[src/rtl/wb_arbiter_if.sv]
// Bundle of the write-back arbiter's bus signals: ALU result push, load return
// handshake, decode hazard query and the registered register-file write port.
interface wb_arbiter_if;
  logic        alu_valid;
  logic [4:0]  alu_rd;
  logic [31:0] alu_data;
  logic        alu_ready;
  logic        mem_valid;
  logic [4:0]  mem_rd;
  logic [31:0] mem_data;
  logic        mem_ready;
  logic [4:0]  rs1;
  logic [4:0]  rs2;
  logic        hazard1;
  logic        hazard2;
  logic        reg_write;
  logic [4:0]  rd;
  logic [31:0] write_data;
  logic        busy;

  modport master (
    output alu_valid, alu_rd, alu_data, mem_valid, mem_rd, mem_data, rs1, rs2,
    input  alu_ready, mem_ready, hazard1, hazard2, reg_write, rd, write_data, busy
  );

  modport slave (
    input  alu_valid, alu_rd, alu_data, mem_valid, mem_rd, mem_data, rs1, rs2,
    output alu_ready, mem_ready, hazard1, hazard2, reg_write, rd, write_data, busy
  );
endinterface

[src/rtl/wb_arbiter.sv]
// Write-back arbiter: buffers ALU results in a FIFO, alternates with load returns
// on contention, and drives one registered register-file write per cycle.
module wb_arbiter #(
  parameter int ALU_FIFO_DEPTH = 4
) (
  input logic         clk,
  input logic         reset,
  wb_arbiter_if.slave bus
);
  localparam int PW = $clog2(ALU_FIFO_DEPTH);
  localparam int CW = PW + 1;
  localparam logic [CW-1:0] FULL_CNT = CW'(ALU_FIFO_DEPTH);

  typedef enum logic {GRANT_ALU = 1'b0, GRANT_MEM = 1'b1} grant_e;

  logic [4:0]    r_fifo_rd   [ALU_FIFO_DEPTH];
  logic [31:0]   r_fifo_data [ALU_FIFO_DEPTH];
  logic [PW-1:0] r_wr_ptr;
  logic [PW-1:0] r_rd_ptr;
  logic [CW-1:0] r_count;
  grant_e        r_last;
  grant_e        w_last_nxt;
  logic          r_reg_write;
  logic [4:0]    r_rd;
  logic [31:0]   r_write_data;

  logic          w_full;
  logic          w_empty;
  logic          w_push;
  logic          w_pop;
  logic          w_grant_mem;
  logic          w_grant_any;
  logic [4:0]    w_gnt_rd;
  logic [31:0]   w_gnt_data;
  logic          w_hz1;
  logic          w_hz2;

  // FIFO status and round-robin grant between FIFO head and load return
  always_comb begin
    w_full      = (r_count == FULL_CNT);
    w_empty     = (r_count == CW'(0));
    w_push      = bus.alu_valid && !w_full;
    w_grant_mem = 1'b0;
    w_pop       = 1'b0;
    w_gnt_rd    = r_fifo_rd[r_rd_ptr];
    w_gnt_data  = r_fifo_data[r_rd_ptr];
    w_last_nxt  = r_last;
    if (bus.mem_valid && (w_empty || (r_last == GRANT_ALU))) begin
      w_grant_mem = 1'b1;
      w_gnt_rd    = bus.mem_rd;
      w_gnt_data  = bus.mem_data;
      w_last_nxt  = GRANT_MEM;
    end else if (!w_empty) begin
      w_pop      = 1'b1;
      w_last_nxt = GRANT_ALU;
    end else begin
      w_last_nxt = r_last;
    end
    w_grant_any = w_grant_mem || w_pop;
  end

  // Hazard scan: live FIFO entries are those within count of the read pointer
  always_comb begin
    w_hz1 = 1'b0;
    w_hz2 = 1'b0;
    for (int i = 0; i < ALU_FIFO_DEPTH; i++) begin
      w_hz1 = w_hz1 | (({1'b0, PW'(PW'(i) - r_rd_ptr)} < r_count) && (r_fifo_rd[i] == bus.rs1));
      w_hz2 = w_hz2 | (({1'b0, PW'(PW'(i) - r_rd_ptr)} < r_count) && (r_fifo_rd[i] == bus.rs2));
    end
    w_hz1 = (w_hz1 | (r_reg_write && (r_rd == bus.rs1))) && (bus.rs1 != 5'd0);
    w_hz2 = (w_hz2 | (r_reg_write && (r_rd == bus.rs2))) && (bus.rs2 != 5'd0);
  end

  // FIFO storage; entries beyond count are never observed, so no reset needed
  always_ff @(posedge clk) begin
    if (w_push) begin
      r_fifo_rd[r_wr_ptr]   <= bus.alu_rd;
      r_fifo_data[r_wr_ptr] <= bus.alu_data;
    end
  end

  // FIFO pointers and occupancy
  always_ff @(posedge clk or negedge reset) begin
    if (!reset) begin
      r_wr_ptr <= '0;
      r_rd_ptr <= '0;
      r_count  <= '0;
    end else begin
      if (w_push) begin
        r_wr_ptr <= r_wr_ptr + PW'(1);
      end
      if (w_pop) begin
        r_rd_ptr <= r_rd_ptr + PW'(1);
      end
      if (w_push && !w_pop) begin
        r_count <= r_count + CW'(1);
      end else if (w_pop && !w_push) begin
        r_count <= r_count - CW'(1);
      end
    end
  end

  // Last-grant memory and the registered write port; x0 writes retire silently
  always_ff @(posedge clk or negedge reset) begin
    if (!reset) begin
      r_last       <= GRANT_ALU;
      r_reg_write  <= 1'b0;
      r_rd         <= 5'd0;
      r_write_data <= 32'd0;
    end else begin
      r_last <= w_last_nxt;
      if (w_grant_any) begin
        r_reg_write  <= (w_gnt_rd != 5'd0);
        r_rd         <= w_gnt_rd;
        r_write_data <= w_gnt_data;
      end else begin
        r_reg_write  <= 1'b0;
      end
    end
  end

  assign bus.alu_ready  = reset && !w_full;
  assign bus.mem_ready  = reset && w_grant_mem;
  assign bus.hazard1    = reset && w_hz1;
  assign bus.hazard2    = reset && w_hz2;
  assign bus.busy       = reset && (!w_empty || r_reg_write);
  assign bus.reg_write  = r_reg_write;
  assign bus.rd         = r_rd;
  assign bus.write_data = r_write_data;
endmodule
[src/flat_wrapper.sv]
// flat-port wrapper written by rule: the top's interface ports become plain ports
module wb_arbiter_flat 
#(
  parameter int ALU_FIFO_DEPTH = 4
)
  (clk, reset, bus_alu_valid, bus_alu_rd, bus_alu_data, bus_mem_valid, bus_mem_rd, bus_mem_data, bus_rs1, bus_rs2, bus_alu_ready, bus_mem_ready, bus_hazard1, bus_hazard2, bus_reg_write, bus_rd, bus_write_data, bus_busy);
  wb_arbiter_if bus_i ();
  input logic clk;
  input logic reset;
  input wire logic [$bits(bus_i.alu_valid)-1:0] bus_alu_valid;
  input wire logic [$bits(bus_i.alu_rd)-1:0] bus_alu_rd;
  input wire logic [$bits(bus_i.alu_data)-1:0] bus_alu_data;
  input wire logic [$bits(bus_i.mem_valid)-1:0] bus_mem_valid;
  input wire logic [$bits(bus_i.mem_rd)-1:0] bus_mem_rd;
  input wire logic [$bits(bus_i.mem_data)-1:0] bus_mem_data;
  input wire logic [$bits(bus_i.rs1)-1:0] bus_rs1;
  input wire logic [$bits(bus_i.rs2)-1:0] bus_rs2;
  output wire logic [$bits(bus_i.alu_ready)-1:0] bus_alu_ready;
  output wire logic [$bits(bus_i.mem_ready)-1:0] bus_mem_ready;
  output wire logic [$bits(bus_i.hazard1)-1:0] bus_hazard1;
  output wire logic [$bits(bus_i.hazard2)-1:0] bus_hazard2;
  output wire logic [$bits(bus_i.reg_write)-1:0] bus_reg_write;
  output wire logic [$bits(bus_i.rd)-1:0] bus_rd;
  output wire logic [$bits(bus_i.write_data)-1:0] bus_write_data;
  output wire logic [$bits(bus_i.busy)-1:0] bus_busy;
  assign bus_i.alu_valid = bus_alu_valid;
  assign bus_i.alu_rd = bus_alu_rd;
  assign bus_i.alu_data = bus_alu_data;
  assign bus_i.mem_valid = bus_mem_valid;
  assign bus_i.mem_rd = bus_mem_rd;
  assign bus_i.mem_data = bus_mem_data;
  assign bus_i.rs1 = bus_rs1;
  assign bus_i.rs2 = bus_rs2;
  assign bus_alu_ready = bus_i.alu_ready;
  assign bus_mem_ready = bus_i.mem_ready;
  assign bus_hazard1 = bus_i.hazard1;
  assign bus_hazard2 = bus_i.hazard2;
  assign bus_reg_write = bus_i.reg_write;
  assign bus_rd = bus_i.rd;
  assign bus_write_data = bus_i.write_data;
  assign bus_busy = bus_i.busy;
  wb_arbiter #(.ALU_FIFO_DEPTH(ALU_FIFO_DEPTH)) u_core (.clk(clk), .reset(reset), .bus(bus_i));
endmodule
[config.mk]
export PLATFORM = sky130hd
export DESIGN_NAME = wb_arbiter_flat
export DESIGN_NICKNAME = d
export VERILOG_FILES = /design/src/rtl/wb_arbiter_if.sv /design/src/rtl/wb_arbiter.sv /design/src/flat_wrapper.sv
export SDC_FILE = /design/constraint.sdc
export NUM_CORES = 1
export LEC_CHECK = 0
export CORE_MARGIN = 4
export CORE_UTILIZATION = 50
export CTS_CLUSTER_SIZE = 12
export DETAILED_ROUTE_END_ITERATION = 6
export PLACE_DENSITY = 0.75
export SYNTH_ARGS = -nofsm -noshare
export SYNTH_HDL_FRONTEND = slang
export SYNTH_SLANG_ARGS = --single-unit
[constraint.sdc]
create_clock -name clk -period 3.3 [get_ports clk]
set_clock_uncertainty 0.2 [all_clocks]
set_input_delay 0.495 -clock clk [delete_from_list [all_inputs] [get_ports clk]]
set_output_delay 0.495 -clock clk [all_outputs]
set_load 0.01 [all_outputs]
After elaboration in Yosys (flattened, before gate mapping):

Memories as Yosys holds them, arrays and structs flattened.
Index checks and enable logic that the tools add are counted.

* bits of input ports: 88
* bits in read-only memories: 0
* latch bits: 0
* memories: 2
* bits in writable memories: 148
* register bits: 46

Memory list
* u_core.r_fifo_data: depth 4, bits a word 32, rd ports 1, clocked after Yosys merged registers in 0, wr ports 1, RTL line wb_arbiter.sv:17 `logic [31:0] r_fifo_data [ALU_FIFO_DEPTH];`
* u_core.r_fifo_rd: depth 4, bits a word 5, rd ports 5, clocked after Yosys merged registers in 0, wr ports 1, RTL line wb_arbiter.sv:16 `logic [4:0] r_fifo_rd [ALU_FIFO_DEPTH];`

* equal/unequal tests: 12
* order comparisons: 4
* div/mod/pow operators: 0
* multipliers: 0
* shift-type cells: 0
* bitwise gates (word level): 9
* $add $sub $neg: 8
* muxes and demuxes: 12
* reduce and logical (&&, ||, !) cells: 33

Operators with widths (count)
* equality test 5 bit: 10
* 2-to-1 mux 32 bit: 1
* logical AND 1 bit: 21
* nonzero test 5 bit: 3
* < comparator 2 x 3 -> 1 bit: 4
* 2-to-1 mux 1 bit: 8
* OR 1 bit: 8
* 2-to-1 mux 3 bit: 2
* 2-to-1 mux 5 bit: 1
* adder 2 x 1 -> 2 bit, second input constant: 2
* logical NOT 1 bit: 4
* subtractor 1 x 2 -> 2 bit, first input constant: 2
* subtractor 2 bit, first input constant: 2
* adder 3 x 1 -> 3 bit, second input constant: 1
* equality test 3 bit, second input constant: 1
* logical NOT 3 bit: 1
* logical OR 1 bit: 3
* subtractor 3 x 1 -> 3 bit, second input constant: 1
* != test 2 bit, second input constant: 1
* nonzero test 2 bit: 1
* inverter 1 bit: 1

Depth between registers and ports, before layout:

* depth after elaboration: 9
* mapped depth: 11
* gate-level depth less buffers: 9

Least setup slack after synthesis:

OpenSTA, ideal clock, no wires.

* path type: flip-flop to output port
* start point: reg u_core.r_rd_ptr[1]
* end point: out bus_hazard2
* arrival time: 1.970 ns
* required time: 2.605 ns
* buffers on the path: 1
* cell stages (with the launch flop): 9
* slack: 0.635 ns
* path through: dfrtp_1 -> buf_1 -> xnor2_1 -> inv_1 -> ha_1 -> a21oi_1 -> o2111ai_1 -> o31a_1 -> a31oi_1

* cells in the longest elaborated chain, start to end: 9
* elaborated cells between the ends (all ways): 18

RTL lines
* from (decl): RTL line wb_arbiter.sv:19 `logic [PW-1:0] r_rd_ptr;`
* from (signal assigned): RTL line wb_arbiter.sv:93 `r_rd_ptr <= r_rd_ptr + PW'(1);`
* subtractor 1 x 2 -> 2 bit: RTL line wb_arbiter.sv:68 `w_hz2 = w_hz2 | (({1'b0, PW'(PW'(i) - r_rd_ptr)} < r_count) && (r_fifo_rd[i] == bus.rs2));`
* < comparator 2 x 3 -> 1 bit: RTL line wb_arbiter.sv:68
* logical AND 1 bit: RTL line wb_arbiter.sv:68
* OR 1 bit (2 in series): RTL line wb_arbiter.sv:68
* OR 1 bit *: RTL line wb_arbiter.sv:68
* OR 1 bit *: RTL line wb_arbiter.sv:71 `w_hz2 = (w_hz2 | (r_reg_write && (r_rd == bus.rs2))) && (bus.rs2 != 5'd0);`
* logical AND 1 bit *: RTL line wb_arbiter.sv:71
* logical AND 1 bit *: RTL line wb_arbiter.sv:125 `assign bus.hazard2 = reset && w_hz2;`
* to (decl): RTL line flat_wrapper.sv:21 `output wire logic [$bits(bus_i.hazard2)-1:0] bus_hazard2;`

Mark *: on every way between the ends. The rest lies on a longest branch, timed or not.

Worst setup path after layout:

Ends and elaborated chain as after synthesis.

==> reports/metrics.cfg <==
[clocking]
clockBufferDepth = 2
clock_latency_ns = 0.42
cts_sinks = 194
cts_inserted_buffers = 17
post_cts_buffers = 0
cts-root-buf = clkbuf_16
h-tree-depth = 4
clk_pin_slew_worst_paths_ns = 0.07
cts_tree = yes
postCtsHoldBufs = 0

[sta]
post-route-period-util = 0.9464
setup_violations = 0
tightest_slew_ns = 0.6802
hold_ws_ns = 0.05930
rsz0062_at_grt = no
min_period_ns = 3.123
finalWorstSetupSlack_ns = 0.1768
fmax_mhz = 320.2
tns_ns = 0
drv_slew = 0
timing.final.hold_violations = 0
maxSlewHeadroom = 0.5465

[finish]
fillers = 1239
final_cell_count_no_fill = 954
drive_gt1_frac = 0.1838
design_area_um2 = 10860
area_growth_pct = 24.62
final_common_cell = edfxtp_1
diodes = 0
fin_util = 0.6321
fin_nets = 814
final_cell_mix = 148 x edfxtp_1, 126 x clkdlybuf4s50_1, 89 x nor2_1

[synth]
synth_cells = 582
syn_area_um2 = 8712
yosysWarnings = 0
synth_top_family_by_area = multiplexers
synthMuxAreaShare = 0.1044
synth_compound_area_frac = 0.06075
ys_seq_elements = 194
syn_nets = 680
synth_adder_area_share = 0.01522
synth_xor_xnor_area_share = 0.05730
ys_types = 37
ys.flop_type = edfxtp_1
synthSimpleGateAreaFrac = 0.08947
synth_edf_count = 148
synthArstFlopShare = 0.2371
synth_sequential_area_ratio = 0.6423
synth_area_per_cell_um2 = 14.97

[setup_path]
worstSetupPathType = reg2out
arrival_ns = 2.43
regToRegSetupSlack_ns = 0.67
rr_worst_depth = 6
cp_cell_sequence = xnor2_2 -> inv_1 -> ha_1 -> a21oi_2 -> o2111ai_1 -> o31a_1 -> a31oi_1 -> dlygate4sd2_1
worstPathRequired_ns = 2.60
max_stage_delay_ns = 0.45
path_max_fanout = 5
worstSetupStartpointType = flop
end_kind = output pin
cp_slowest_cell = dfrtp_2

[placement]
numPortBuffers = 130
dp.cells = 922
place_area_um2 = 10250
place_congestion = 0.8534
dp_hpwl_um = 13200
pre_cts_ws_ns = 0.07138

[pwr]
vdd_drop_max_uv = 548.2
power_density_nw_per_um2 = 879.9
finalPower_mw = 9.553
leakage_nw = 3.816

[grt]
grt_usage = 0.2077
grt_pass1_wl_um = 31400
antenna_found_initial = 1
grt_max_degree = 47
grt-ovfl-total = 0
grt_pass1_vias = 5728

[detailed_routing]
finalWirelength_um = 19680
drcViolationCount = 0
ant_nets = 0
routed_via_density = 5.535
drt_iter0_markers = 307
drt_first_pass_iters = 5
vias = 5280
wl_per_cell_um = 20.63

[floorplan]
die_area_um2 = 19600
die_x_um = 140
row_count = 48
start_util = 0.5072
ios = 131
core-area_um2 = 17180
dieHeight_um = 140

[hold_path]
hp-class = in2async

[job]
cap_viol_max_count = 0

[status]
status = completed

[state kept, by name, summed over array words and instances, names as in the netlist, 2 cells and up]
register               count
u_core.r_fifo_data       128
u_core.bus.rd              5
u_core.r_wr_ptr            2
u_core.r_fifo_rd          20
u_core.r_count             3
u_core.r_rd_ptr            2
u_core.bus.write_data     32
[worst paths after layout]
check                                         from                  endpoint
max in group asynchronous                    reset        u_core.r_rd_ptr[1]
min in group clk                     bus_mem_valid        u_core.r_rd_ptr[0]
worst min register to register  u_core.r_wr_ptr[0]        u_core.r_wr_ptr[0]
worst min-delay path                         reset          u_core.bus.rd[3]
worst max register to register  u_core.r_rd_ptr[0]  u_core.bus.write_data[9]
worst max-delay path            u_core.r_rd_ptr[1]               bus_hazard2
[cell families (layout without fill, tap and decap cells)]
group / count (synthesis) / in the layout
compound gates: 57 / 57
xor+xnor: 57 / 57
fa+ha+maj: 10 / 10
buf+inv: 48 / 195
flops: 194 / 194
mux: 44 / 44
simple gates: 172 / 172
[repair_timing]
action | CTS | global route
pin swaps | 1 | 0
endpoints found under the setup margin | 2 | 1
resized for setup | 4 | 1
[report_power, final]
group          internal (mW)  switching (mW)
Clock                   1.20           0.861
Combinational           1.85            1.92
Sequential              3.33           0.386
[cell type report]
type                            count  area (um2)  share of cell area
Clock buffer                       20       436.7             0.04022
Clock inverter                     12       156.4             0.01441
Inverter                            8       30.03            0.002766
Multi-Input combinational cell    340        2878              0.2651
Sequential cell                   194        5598              0.5156
Tap cell                          225       281.5             0.02593
Timing Repair Buffer              155        1476              0.1360
[cells in the mapped netlist, drive strengths merged (5+ instances only)]
library cell	instances	area (um2)
edfxtp	148	4444
mux2	5	56.30
o21ai	5	28.78
xnor2	28	245.2
nor3	6	46.30
o221a	32	360.4
inv	8	30.03
a21oi	6	30.03
nand2	34	127.6
buf	22	168.9
nor2	113	484.2
mux4	37	833.3
xor2	29	254.0
ha	9	112.6
dfrtp	46	1151
clkbuf	18	67.56
[metal layers]
metal | track usage | part of all wire
met3 | 0.05326 | 0.062
met1 | 0.2745 | 0.42
met4 | 0.05507 | 0.014
met2 | 0.3467 | 0.50
met5 | 0 | 0.00066
[worst max-delay path, delay by kind of cell (launching register included)]
| family | cells | cell delay [ns] |
|---|---|---|
| xor gates and xnor gates | 1 | 0.15 |
| AOI/OAI and AO/OA | 4 | 0.75 |
| adders and majority gates | 1 | 0.29 |
| DFF | 1 | 0.45 |
| buffers and inverters | 2 | 0.36 |
(Power assumes the default switching activity.)
